[src/rtl/led_feed_pkg.sv]
// led_feed_pkg: shared FSM state type and LFSR defaults for the LED pattern feed
package led_feed_pkg;
  typedef enum logic [1:0] {IDLE, FILL, RUN} state_t;
  localparam logic [15:0] LFSR_SEED = 16'hACE1;
  localparam logic [15:0] LFSR_TAPS = 16'hB400;
  function automatic logic [15:0] lfsr_next(logic [15:0] v);
    return (v >> 1) ^ (v[0] ? LFSR_TAPS : 16'h0000);
  endfunction
endpackage

[src/rtl/led_feed_fifo.sv]
// led_feed_fifo: synchronous prefetch FIFO; push on full is accepted only alongside a pop
module led_feed_fifo #(
  parameter int WIDTH = 16,
  parameter int DEPTH = 4
) (
  input  logic                     clk,
  input  logic                     rst,
  input  logic                     flush,
  input  logic                     push,
  input  logic [WIDTH-1:0]         din,
  input  logic                     pop,
  output logic [WIDTH-1:0]         head,
  output logic                     full,
  output logic                     empty,
  output logic [$clog2(DEPTH):0]   count
);
  localparam int AW = $clog2(DEPTH);
  logic [WIDTH-1:0] mem_q [DEPTH];
  logic [AW-1:0] wp_q, rp_q;
  logic [AW:0] cnt_q;
  logic do_push, do_pop;
  always_comb begin
    full = cnt_q == (AW+1)'(DEPTH);
    empty = cnt_q == '0;
    do_push = push & (~full | pop);
    do_pop = pop & ~empty;
    head = mem_q[rp_q];
    count = cnt_q;
  end
  always_ff @(posedge clk) begin
    if (rst | flush) begin
      wp_q <= '0;
      rp_q <= '0;
      cnt_q <= '0;
    end else begin
      wp_q <= wp_q + AW'(do_push);
      rp_q <= rp_q + AW'(do_pop);
      cnt_q <= cnt_q + (AW+1)'(do_push) - (AW+1)'(do_pop);
    end
  end
  always_ff @(posedge clk)
    if (do_push) mem_q[wp_q] <= din;
endmodule

[src/rtl/led_feed.sv]
// led_feed: LFSR pattern source answering display read-in requests over valid/ready
module led_feed
  import led_feed_pkg::*;
#(
  parameter int WIDTH = 16,
  parameter int DEPTH = 4,
  parameter logic [WIDTH-1:0] SEED = LFSR_SEED,
  parameter logic [WIDTH-1:0] TAPS = LFSR_TAPS
) (
  input  logic             clk,
  input  logic             rst,
  input  logic             readin_en,
  input  logic             start,
  input  logic [7:0]       round_len,
  input  logic             pat_ready,
  output logic             pat_valid,
  output logic [WIDTH-1:0] pat_data,
  output logic             busy,
  output logic             done,
  output logic [7:0]       served
);
  localparam int CW = $clog2(DEPTH) + 1;
  state_t state_q, state_d;
  logic [WIDTH-1:0] lfsr_q, lfsr_d, data_q, data_d, head;
  logic [8:0] len_q, len_d, gen_q, gen_d, acc_q, acc_d;
  logic [7:0] served_q, served_d;
  logic req_q, pend_q, pend_d, valid_q, valid_d, done_q;
  logic full, empty, ev, begin_round, acc, last, gen, load;
  logic [CW-1:0] count;
  led_feed_fifo #(.WIDTH(WIDTH), .DEPTH(DEPTH)) u_fifo (
    .clk(clk),
    .rst(rst),
    .flush(last),
    .push(gen),
    .din(lfsr_q),
    .pop(acc),
    .head(head),
    .full(full),
    .empty(empty),
    .count(count)
  );
  always_ff @(posedge clk)
    state_q <= rst ? IDLE : state_d;
  always_comb begin
    state_d = state_q;
    case (state_q)
      IDLE: state_d = start ? FILL : IDLE;
      FILL: state_d = last ? IDLE : (full | gen_q == len_q) ? RUN : FILL;
      RUN:  state_d = last ? IDLE : RUN;
      default: state_d = IDLE;
    endcase
  end
  always_comb busy = state_q != IDLE;
  always_comb begin
    ev = readin_en & ~req_q;
    begin_round = start & (state_q == IDLE);
    acc = valid_q & pat_ready;
    last = acc & (acc_q + 9'd1 == len_q);
    // a push into a full FIFO is only legal when the same cycle pops
    gen = busy & ~last & (gen_q < len_q) & ((count < CW'(DEPTH)) | acc);
    load = busy & pend_q & ~empty & ~valid_q;
    len_d = begin_round ? {round_len == 8'd0, round_len} : len_q;
    gen_d = begin_round ? 9'd0 : gen_q + 9'(gen);
    acc_d = begin_round ? 9'd0 : acc_q + 9'(acc);
    served_d = begin_round ? 8'd0 : (acc & ~&served_q) ? served_q + 8'd1 : served_q;
    pend_d = busy & ~acc & (pend_q | ev);
    valid_d = load | (valid_q & ~acc);
    data_d = load ? head : data_q;
    lfsr_d = gen ? (lfsr_q >> 1) ^ (lfsr_q[0] ? TAPS : '0) : lfsr_q;
  end
  always_ff @(posedge clk) begin
    if (rst) begin
      lfsr_q <= SEED;
      data_q <= '0;
      len_q <= '0;
      gen_q <= '0;
      acc_q <= '0;
      served_q <= '0;
      req_q <= 1'b0;
      pend_q <= 1'b0;
      valid_q <= 1'b0;
      done_q <= 1'b0;
    end else begin
      lfsr_q <= lfsr_d;
      data_q <= data_d;
      len_q <= len_d;
      gen_q <= gen_d;
      acc_q <= acc_d;
      served_q <= served_d;
      req_q <= readin_en;
      pend_q <= pend_d;
      valid_q <= valid_d;
      done_q <= last;
    end
  end
  always_comb begin
    pat_valid = valid_q;
    pat_data = data_q;
    done = done_q;
    served = served_q;
  end
endmodule

[config.mk]
export PLATFORM = sky130hd
export DESIGN_NAME = led_feed
export DESIGN_NICKNAME = d
export VERILOG_FILES = /design/src/rtl/led_feed_pkg.sv /design/src/rtl/led_feed_fifo.sv /design/src/rtl/led_feed.sv
export SDC_FILE = /design/constraint.sdc
export NUM_CORES = 1
export LEC_CHECK = 0
export BUFFER_PORTS_ARGS = -buffer_cell sky130_fd_sc_hd__buf_4
export CAP_MARGIN = 30
export CELL_PAD_IN_SITES_DETAIL_PLACEMENT = 1
export CELL_PAD_IN_SITES_GLOBAL_PLACEMENT = 1
export CORE_ASPECT_RATIO = 0.9
export CORE_MARGIN = 8
export CORE_UTILIZATION = 49
export DETAILED_ROUTE_END_ITERATION = 8
export PLACE_DENSITY_LB_ADDON = 0.1
export SLEW_MARGIN = 20
export SYNTH_ARGS = -nofsm -noshare
export SYNTH_HDL_FRONTEND = slang
export SYNTH_SLANG_ARGS = --single-unit
[constraint.sdc]
create_clock -name clk -period 3.5 [get_ports clk]
set_input_delay 0.175 -clock clk [delete_from_list [all_inputs] [get_ports clk]]
set_output_delay 0.175 -clock clk [all_outputs]
set_load 0.01 [all_outputs]
# Word-level counts from Yosys, hierarchy flattened
# Memory sizes are Yosys's and may differ from the RTL's. A register that Yosys moved wholly into a read port is not among the register bits.
# Cells that the tools add are included.
# word_totals
ff_bits,64
ram_bits,64
in_bits,13
output_inout_bits,27
mem_count,1
# op_classes
add_sub_neg,8
magnitude_cmp,2
eq_ne,5
mux,8
bitwise_logic,29
reduce_logical,7
# mem_list
name,depth,word_bits,rd,rd_clocked_by_memory_dff,wr,line_no,text
u_fifo.mem_q,4,16,1,1,1,led_feed_fifo.sv:18,logic [WIDTH-1:0] mem_q [DEPTH];
# op_table
operator,n
9-bit by 1-bit adder with 9-bit output,2
9-bit == test,2
1-bit AND,16
16-bit two-way mux,1
15-bit by 16-bit bitwise XOR with 16-bit output,1
"9-bit by 1-bit adder with 9-bit output, second input constant",1
9-bit < comparator,1
"8-bit by 1-bit adder with 8-bit output, second input constant",1
8-bit zero test,1
8-bit AND reduction,1
2-bit two-way mux,3
1-bit NOT,6
1-bit OR,6
2-bit case mux with 3 select lines,1
2-bit by 1-bit adder with 2-bit output,2
3-bit by 1-bit adder with 3-bit output,1
"3-bit == test, second input constant",1
3-bit zero test,1
"3-bit < comparator, second input constant",1
1-bit two-way mux,3
3-bit by 1-bit subtractor with 3-bit output,1
"2-bit by 1-bit == test with 1-bit output, second input constant",1
"2-bit == test, second input constant",1
2-bit zero test,1
other kinds (3),3

# Longest topological paths before layout
# Gate-level depths: netlist (run 1).
# logic_depth
word_depth,10
mapped_depth,14
ltp_nobuf,13

# Modules after synthesis
# From an unflattened synthesis (run 1), not the netlist that was laid out.
# unflattened
cells_unflattened,510
area_unflattened_um2,6133.4
# by_module_without_submodules
mod,instances,cells_per_inst,area_each_um2
led_feed,1,383,3347.0
led_feed_fifo,1,127,2786.4

# Least setup slack after synthesis (run 1)
# OpenSTA, ideal clock, no wires.
# synth_timing
kind,register to register
startpoint,register acc_q[0]
endpoint,memory u_fifo.mem_q[0][0] (enable)
t_arrival_ps,2587
required_ps,3113
setup_slack_ps,526
path_stages_with_launch,9
n_path_buf,1
synth_period_minus_slack_ps,2974
cell_sequence,dfxtp_1 -> ha_1 -> and3_1 -> and3_1 -> o211ai_1 -> a2111oi_4 -> a2111oi_4 -> buf_6 -> nor3b_2
# synth_between
elab_chain_cells,10
# synth_lines
item,line_no,text
"start, declared",led_feed.sv:25,"logic [8:0] len_q, len_d, gen_q, gen_d, acc_q, acc_d;"
"start signal, assigned",led_feed.sv:77,acc_q <= '0;
"start signal, assigned",led_feed.sv:88,acc_q <= acc_d;
9-bit by 1-bit adder with 9-bit output,led_feed.sv:58,last = acc & (acc_q + 9'd1 == len_q);
9-bit == test,led_feed.sv:58,
1-bit AND,led_feed.sv:58,
1-bit NOT,led_feed.sv:60,gen = busy & ~last & (gen_q < len_q) & ((count < CW'(DEPTH)) | acc);
1-bit AND (3 in series),led_feed.sv:60,
1-bit AND,led_feed_fifo.sv:25,do_push = push & (~full | pop);
1-bit two-way mux,led_feed_fifo.sv:42,if (do_push) mem_q[wp_q] <= din;
1-bit two-way mux (implied by the code),led_feed_fifo.sv:42,
"end, declared",led_feed_fifo.sv:18,
# No other way between the ends.

# Worst setup path in the final report (run 1)
# layout_timing
startpoint,register acc_q[1]
endpoint,register u_fifo.cnt_q[2] (netlist: u_fifo.count[2])
# layout_between
elab_chain_cells,10
elab_cells_between_ends,11
classes_between,add/sub (3); eq/ne (1); bitwise (7)
# layout_lines
item,line_no,text
9-bit by 1-bit adder with 9-bit output (*),led_feed.sv:58,
9-bit == test (*),led_feed.sv:58,
1-bit AND (*),led_feed.sv:58,
1-bit NOT,led_feed.sv:60,
1-bit AND (3 in series),led_feed.sv:60,
1-bit AND,led_feed_fifo.sv:25,
3-bit by 1-bit adder with 3-bit output,led_feed_fifo.sv:38,cnt_q <= cnt_q + (AW+1)'(do_push) - (AW+1)'(do_pop);
3-bit by 1-bit subtractor with 3-bit output,led_feed_fifo.sv:38,
"end signal, assigned",led_feed_fifo.sv:38,
"end, declared",led_feed_fifo.sv:20,logic [AW:0] cnt_q;
# Every way passes the cells marked *; elsewhere a longest branch is shown, timed or not.
# A chain may end at the register's enable or synchronous reset.

==> impl_summary.log, run 1 <==
INFO  metric yosys_warnings = 0
INFO  metric hold-worst-slack = 0.01126 ns
INFO  metric timing.critical_path.from = acc_q[1]
INFO  metric final-instance-count-excl-fill = 729
INFO  metric area_taken_by_multi_input_logic_gates = 2273 sq um
INFO  metric numCtsBuffers = 17
INFO  metric synth_most_common_cell = sky130_fd_sc_hd__dfxtp_1
INFO  metric drt_first_iter_violations = 282
INFO  metric path_clk_slew = 0.06 ns
INFO  metric async_reset_ff_share = 0%
INFO  metric finalWorstPathRequiredPeriod = 3.167 ns
INFO  metric max_slew_margin = 38.95%
INFO  metric synthesized_net_count = 530
INFO  metric filler_cell_count = 1,233
INFO  metric wire_per_inst = 19.29 um
INFO  metric cts_tree = done
INFO  metric whs_endpoint = req_q
INFO  metric cts_root_buffer = sky130_fd_sc_hd__clkbuf_16
INFO  metric clkLatencyLatePin = 0.43 ns
INFO  metric static-leakage-power = 2.589 nW
INFO  metric placed_cells_incl_taps = 688
INFO  metric top_level_ports = 40
INFO  metric rows = 38
INFO  metric max_freq = 0.3157 GHz
INFO  metric synth_top_area_share = 32.14%
INFO  metric number_of_flops_mapped_to_enable_cells_by_yosys = 64
INFO  metric worst_pin_slew = 0.9145 ns
INFO  metric totalWireLength = 14,060 um
INFO  metric drtAntennaViolNets = 0
INFO  metric worst-path-max-fanout = 7
INFO  metric outcome = finished, final reports clean
INFO  metric syn-instance-count = 497
INFO  metric timing.final.max_slew_violations = 0
INFO  metric pin_count_of_the_biggest_net_entering_global_routing = 51
INFO  metric hold_viol = 0
INFO  metric nets = 588
INFO  metric core-area = 11,980 sq um
INFO  metric synth.largest_area_cell = sky130_fd_sc_hd__edfxtp_1
INFO  metric antenna_violations_before_repair = 0
INFO  metric utilization = 59.68%
INFO  metric worstHoldStart = readin_en
INFO  metric setup_viol = 0
INFO  metric vdd.ir_drop.worst = 0.3911 mV
INFO  metric die_height = 120.8 um
INFO  metric max_capacitance_violation_count = 0
INFO  metric netlist_top_cells_count = sky130_fd_sc_hd__dfxtp_1 (80), sky130_fd_sc_hd__edfxtp_1 (64), sky130_fd_sc_hd__nand2_1 (51)
INFO  metric grt.overflow.total = 0
INFO  metric reg_to_reg_critical_path_endpoint = u_fifo.count[2]
INFO  metric wire_length_of_the_first_global_routing_pass = 22,520 um
INFO  metric syn_avg_cell_area = 12.03 sq um
INFO  metric predominant_post_synthesis_flop_cell = sky130_fd_sc_hd__dfxtp_1
INFO  metric synthDistinctLibCells = 49
INFO  metric post_route_cells_drive_above_1_share = 18.66%
INFO  metric cp_data_required_time = 3.81 ns
INFO  metric area_growth = 19.59%
INFO  metric clock_sinks = 144
INFO  metric timing.clock.skew = 0.008514 ns
INFO  metric synth.top_cells.by_area = sky130_fd_sc_hd__edfxtp_1 (32%), sky130_fd_sc_hd__dfxtp_1 (27%), sky130_fd_sc_hd__mux4_2 (6.0%)
INFO  metric drcViolationCount = 0
INFO  metric crit-reg2reg-launch = acc_q[1]
INFO  metric synthesis.area = 5979 sq um
INFO  metric final-seq-area = 3523 sq um
INFO  metric port_buffers = 39
INFO  metric critical_path.startpoint_type = flop
INFO  metric ys_seq_area_share = 58.92%
INFO  metric postSynthRegisterBits = 144
INFO  metric crit_path_end_kind = flop
INFO  metric die_area = 16,000 sq um
INFO  metric crit_type = flop to flop
INFO  metric final.period_utilization = 90.50%
INFO  metric hold_path_class = input port to flop
INFO  metric timing.reg2reg.worst_path_depth = 11
INFO  metric first_global_vias = 4,283
INFO  metric ctsLongestPathBuffers = 2
INFO  metric hold_path_depth = 2
INFO  metric fin_tns_setup = 0 ns
INFO  metric global_route.usage.total = 18.24%
INFO  metric cellPowerDensity = 648.2 nW/um^2
INFO  metric reg2reg_setup_slack = 0.33 ns
INFO  metric unrepaired_setup_endpoints_after_global_routing = no
INFO  metric htreeDepth = 4
INFO  metric drt-pass1-iter-count = 4
INFO  metric route.vias.total = 3,949
INFO  metric place_congestion = 0.8482
INFO  metric via_per_inst = 5.417
INFO  metric floorplan.initialDensity = 49.91%
INFO  metric die_x = 132.4 um
INFO  metric cp_data_arrival_time = 3.48 ns
INFO  metric hpwlAfterDp = 9176 um
INFO  metric post_cts.repair.setup_buffers = 0
[worst max-delay path by stage]
stage                          to  slack, ns  cells after the start
2_1_floorplan  u_fifo.mem_q[0][0]       0.53                      8
3_3_place_gp      u_fifo.count[1]       0.57                      9
3_5_place_dp      u_fifo.count[2]       0.43                     11
4_1_cts           u_fifo.count[2]       0.36                     11
5_1_grt           u_fifo.count[2]       0.13                     11
6_report          u_fifo.count[2]       0.33                     11
[layer usage]
| layer | wire (um) | track usage [%] |
|---|---|---|
| met1 | 6274 | 21.73 |
| met3 | 595 | 5.431 |
| met5 | 0 | 0 |
| met4 | 240 | 8.150 |
| met2 | 6953 | 30.21 |
[sequential cells by signal (all words and copies together) (netlist names)]
register,count
done,1
len_q,9
lfsr_q,16
served,8
pat_valid,1
req_q,1
u_fifo.rp_q,2
u_fifo.mem_q,64
u_fifo.wp_q,2
acc_q,9
pend_q,1
u_fifo.count,3
pat_data,16
state_q,2
gen_q,9
[through the flow]
| step | setup WS (ns) | instance area, sq um | power (mW) |
|---|---|---|---|
| floorplan | 0.5265 | 5979 | 2.609 |
| global placement | 0.5652 | 6474 | 2.795 |
| detailed placement | 0.4307 | 6474 | 2.846 |
| CTS | 0.3573 | 7133 | 4.671 |
| global route | 0.1280 | 7148 | 4.820 |
| finish | 0.3325 | 7151 | 4.635 |
[critical path: stages (launching register included)]
cell and delay, ns:
sky130_fd_sc_hd__dfxtp_1 0.44, sky130_fd_sc_hd__ha_1 0.35, sky130_fd_sc_hd__and3_1 0.24, sky130_fd_sc_hd__and3_1 0.18, sky130_fd_sc_hd__o211ai_1 0.13, sky130_fd_sc_hd__a2111oi_4 0.49, sky130_fd_sc_hd__a2111oi_0 0.21, sky130_fd_sc_hd__ha_1 0.27
sky130_fd_sc_hd__fa_1 0.37, sky130_fd_sc_hd__xnor2_1 0.19, sky130_fd_sc_hd__xnor2_1 0.14, sky130_fd_sc_hd__nor2_1 0.05
[cell usage in the layout (no fill, tap or decap), types with 3 or more instances in the layout]
cell type,instances
sky130_fd_sc_hd__nand2_1,51
sky130_fd_sc_hd__dfxtp_1,80
sky130_fd_sc_hd__nor3_1,3
sky130_fd_sc_hd__nor2b_1,3
sky130_fd_sc_hd__buf_4,52
sky130_fd_sc_hd__ha_1,19
sky130_fd_sc_hd__dlygate4sd3_1,7
sky130_fd_sc_hd__mux2i_1,17
sky130_fd_sc_hd__edfxtp_1,64
sky130_fd_sc_hd__nand4_1,5
sky130_fd_sc_hd__nor2_1,49
sky130_fd_sc_hd__mux4_2,16
sky130_fd_sc_hd__o21ai_0,13
sky130_fd_sc_hd__and2_1,4
sky130_fd_sc_hd__nand2b_1,12
sky130_fd_sc_hd__xnor2_1,18
sky130_fd_sc_hd__or3_1,3
sky130_fd_sc_hd__a31oi_1,3
sky130_fd_sc_hd__nand3_1,14
sky130_fd_sc_hd__clkbuf_1,5
sky130_fd_sc_hd__nor4_1,3
sky130_fd_sc_hd__xor2_1,18
sky130_fd_sc_hd__a21oi_1,26
sky130_fd_sc_hd__and3_1,5
sky130_fd_sc_hd__clkbuf_8,5
sky130_fd_sc_hd__clkbuf_16,17
sky130_fd_sc_hd__inv_1,23
[report_power, final]
part	total (mW)	internal [mW]	switching (mW)
registers	2.15	2.00	0.146
logic	0.682	0.302	0.380
clock network	1.81	1.14	0.664
total	4.64	3.44	1.19
[cell type report]
class / count / share of cell area [%]
diodes: 1 / 0.03500
clock buffers: 27 / 7.174
clock inverters: 5 / 1.067
inverters: 23 / 1.207
multi-input cells: 309 / 31.79
flip-flops and latches: 144 / 49.27
well taps: 160 / 2.800
repair buffers: 60 / 6.649
[cell families (layout without fill, tap and decap cells)]
family                   Yosys count  count (layout)  synth area share (%)
AND/OR/NAND/NOR                  165             165                 13.41
flip-flops                       144             144                 58.92
AO/OA/AOI/OAI                     54              54                 5.859
buffers and inverters             44             115                 3.160
XOR/XNOR                          36              36                 5.273
multiplexers                      34              34                 9.060
adder cells (fa/ha/maj)           20              20                 4.311
other                              0               1                     0
[timing repair]
action                    CTS  global route
hold endpoints to repair    7             0
hold buffers                7             0
resized for setup           0             0
No activity file was read; power rests on OpenSTA's default activity.
==> run 2, diff against run 1 <==
--- a/config.mk
+++ b/config.mk
@@ -9,9 +9,8 @@
 export CAP_MARGIN = 30
 export CELL_PAD_IN_SITES_DETAIL_PLACEMENT = 1
 export CELL_PAD_IN_SITES_GLOBAL_PLACEMENT = 1
-export CORE_ASPECT_RATIO = 0.9
 export CORE_MARGIN = 8
-export CORE_UTILIZATION = 49
+export CORE_UTILIZATION = 45
 export DETAILED_ROUTE_END_ITERATION = 8
 export PLACE_DENSITY_LB_ADDON = 0.1
 export SLEW_MARGIN = 20
==> run 2 against run 1 <==
  * Hold slack improved by 0.049 ns
  * Wire length fell by 7.2%
  * Die area rose by 7.7%
  * Clock-buffer cell count fell by 4
  * First-iteration DRC count fell by 43%
  * Critical endpoint unchanged
  * Largest power group unchanged
==> impl_summary.log, run 2 (synthesized netlist as in run 1, its figures left out) <==
INFO  metric core-area = 13,090 sq um (+9.2%)
INFO  metric commonest_cells_after_routing_fill_and_taps_aside = sky130_fd_sc_hd__dfxtp_1 (80), sky130_fd_sc_hd__edfxtp_1 (64), sky130_fd_sc_hd__nand2_1 (51), sky130_fd_sc_hd__nor2_1 (49), sky130_fd_sc_hd__buf_4 (47)
INFO  metric post_cts.repair.setup_buffers = 0 (unchanged)
INFO  metric rows = 42 (+11%)
INFO  metric whs_endpoint = pat_valid
INFO  metric static-leakage-power = 2.593 nW (+0.14%)
INFO  metric power.share.sequential = 44.7% (-1.6 points)
INFO  metric cts_tree = done
INFO  metric crit_type = flop to flop
INFO  metric clkLatencyLatePin = 0.41 ns (-0.02 ns)
INFO  metric hold_path_class = input port to flop
INFO  metric clock_sinks = 144 (unchanged)
INFO  metric vdd.ir_drop.worst = 0.2900 mV (-26%)
INFO  metric nets = 584 (-0.68%)
INFO  metric timing.reg2reg.worst_path_depth = 11 (unchanged)
INFO  metric power_frac_comb = 13.3% (-1.4 points)
INFO  metric die_area = 17,230 sq um (+7.7%)
INFO  metric num_antenna_cells = 0 (-1)
INFO  metric drcViolationCount = 0 (unchanged)
INFO  metric die_x = 131.3 um (-0.88%)
INFO  metric timing.clock.skew = 0.009116 ns (+0.0006023 ns)
INFO  metric route.vias.total = 3,818 (-3.3%)
INFO  metric drt_first_iter_violations = 162 (-43%)
INFO  metric unrepaired_setup_endpoints_after_global_routing = no
INFO  metric grt.overflow.total = 0 (unchanged)
INFO  metric worst-path-max-fanout = 7 (unchanged)
INFO  metric outcome = finished, final reports clean
INFO  metric drt-pass1-iter-count = 4 (unchanged)
INFO  metric cts_resized = 0 (unchanged)
INFO  metric cp_data_required_time = 3.79 ns (-0.02 ns)
INFO  metric netSwitchingFraction = 24.24% (-1.4 points)
INFO  metric post_route_cells_drive_above_1_share = 18.26% (-0.40 points)
INFO  metric final.period_utilization = 88.28% (-2.2 points)
INFO  metric wire_per_inst = 17.64 um (-8.6%)
INFO  metric totalWireLength = 13,050 um (-7.2%)
INFO  metric crit_path_end_kind = flop
INFO  metric timing.final.max_slew_violations = 0 (unchanged)
INFO  metric cp_data_arrival_time = 3.38 ns (-0.10 ns)
INFO  metric mostFrequentLayoutCell = sky130_fd_sc_hd__dfxtp_1
INFO  metric reg_to_reg_critical_path_endpoint = u_fifo.count[2]
INFO  metric fin_tns_setup = 0 ns (unchanged)
INFO  metric top_level_ports = 40 (unchanged)
INFO  metric ctsLongestPathBuffers = 2 (unchanged)
INFO  metric via_per_inst = 5.159 (-4.8%)
INFO  metric power.internal = 3.644 mW (+5.8%)
INFO  metric power.total = 4.810 mW (+3.8%)
INFO  metric largest_reg_flops = 64 (unchanged)
INFO  metric max_freq = 0.3236 GHz (+2.5%)
INFO  metric regMostFlops = u_fifo.mem_q
INFO  metric hold_path_depth = 3 (+1)
INFO  metric setup_viol = 0 (unchanged)
INFO  metric cts_root_buffer = sky130_fd_sc_hd__clkbuf_16
INFO  metric place_congestion = 0.8230 (-3.0%)
INFO  metric drtAntennaViolNets = 0 (unchanged)
INFO  metric pin_count_of_the_biggest_net_entering_global_routing = 51 (unchanged)
INFO  metric cellPowerDensity = 666.0 nW/um^2 (+2.7%)
INFO  metric hpwlAfterDp = 8942 um (-2.6%)
INFO  metric global_route.usage.total = 15.94% (-2.3 points)
INFO  metric antenna_violations_before_repair = 0 (unchanged)
INFO  metric worstHoldStart = pat_ready
INFO  metric worst_pin_slew = 0.9596 ns (+0.04512 ns)
INFO  metric finalWorstPathRequiredPeriod = 3.090 ns (-0.07758 ns)
INFO  metric path_clk_slew = 0.06 ns (about the same)
INFO  metric clock_power_share = 42.0% (+3.0 points)
INFO  metric die_height = 131.3 um (+8.7%)
INFO  metric reg2reg_setup_slack = 0.41 ns (+0.08 ns)
INFO  metric hold_viol = 0 (unchanged)
INFO  metric max_slew_margin = 35.94% (-3.0 points)
INFO  metric wire_length_of_the_first_global_routing_pass = 21,760 um (-3.4%)
INFO  metric port_buffers = 39 (unchanged)
INFO  metric crit-reg2reg-launch = acc_q[1]
INFO  metric first_global_vias = 4,201 (-1.9%)
INFO  metric max_capacitance_violation_count = 0 (unchanged)
INFO  metric floorplan.initialDensity = 45.70% (-4.2 points)
INFO  metric area_growth = 20.80%
INFO  metric htreeDepth = 4 (unchanged)
INFO  metric numCtsBuffers = 17 (unchanged)
INFO  metric p_sw = 1.166 mW (-2.1%)
INFO  metric critical_path.startpoint_type = flop
[run 2: per-stage QoR]
stage          utilization (%)  hold WS, ns  std cells  cell area (sq um)  setup slack [ns]
6_report                 55.20      0.06011        740               7223            0.4101
5_1_grt                  55.20      0.06915        740               7223            0.1285
4_1_cts                  55.20      0.04515        740               7223            0.4117
3_5_place_dp             49.34       0.3967        699               6456            0.5031
3_3_place_gp             49.34       0.3915        699               6456            0.5601
2_1_floorplan                -       0.2836        497               5979            0.5265
[run 2: per-layer routing]
metal,vias up,share of wire (%),global-route usage (%)
li1,1863,-,-
met1,1880,44,17.78
met2,66,52,28.87
met3,9,3.1,3.773
met4,0,0.99,5.935
met5,-,0,0
[run 2: how the worst max path moves through the flow]
stage	startpoint	slack [ns]	to	depth (start not counted)
finish	acc_q[1]	0.41	u_fifo.count[2]	11
detailed placement	acc_q[1]	0.50	u_fifo.count[2]	11
CTS	acc_q[1]	0.41	u_fifo.count[2]	11
global route	acc_q[1]	0.13	u_fifo.count[2]	11
floorplan	acc_q[0]	0.53	u_fifo.mem_q[0][0]	8
global placement	acc_q[2]	0.56	u_fifo.mem_q[0][3]	8
[run 2: final cells by class]
class / instances / area, sq um
multi-input combinational: 309 / 2273
sequential: 144 / 3523
tap: 176 / 220.2
clock buffer: 23 / 499.2
timing repair buffer: 56 / 442.9
fill: 1338 / 5862
inverter: 23 / 86.33
clock inverter: 9 / 177.7
[run 2: repair_timing]
action / in CTS / in global routing
hold buffers: 9 / 0
setup endpoints to repair: 0 / 0
endpoints found under the hold margin: 9 / 0
[run 2: worst max-delay path: stages (launching register included)]
cell and delay [ns]:
sky130_fd_sc_hd__dfxtp_1 0.41, sky130_fd_sc_hd__ha_1 0.33, sky130_fd_sc_hd__and3_1 0.21, sky130_fd_sc_hd__and3_1 0.18, sky130_fd_sc_hd__o211ai_1 0.14, sky130_fd_sc_hd__a2111oi_4 0.47, sky130_fd_sc_hd__a2111oi_0 0.19, sky130_fd_sc_hd__ha_1 0.26
sky130_fd_sc_hd__fa_1 0.38, sky130_fd_sc_hd__xnor2_1 0.18, sky130_fd_sc_hd__xnor2_1 0.14, sky130_fd_sc_hd__nor2_1 0.06
[run 2: power groups by stage]
stage / Clock, mW / Combinational (mW) / Sequential (mW)
after floorplan: 0 / 0.483 / 2.13
after global placement: 0 / 0.614 / 2.17
after detailed placement: 0 / 0.636 / 2.18
after CTS: 2.06 / 0.651 / 2.15
after global routing: 2.13 / 0.707 / 2.17
final: 2.02 / 0.640 / 2.15
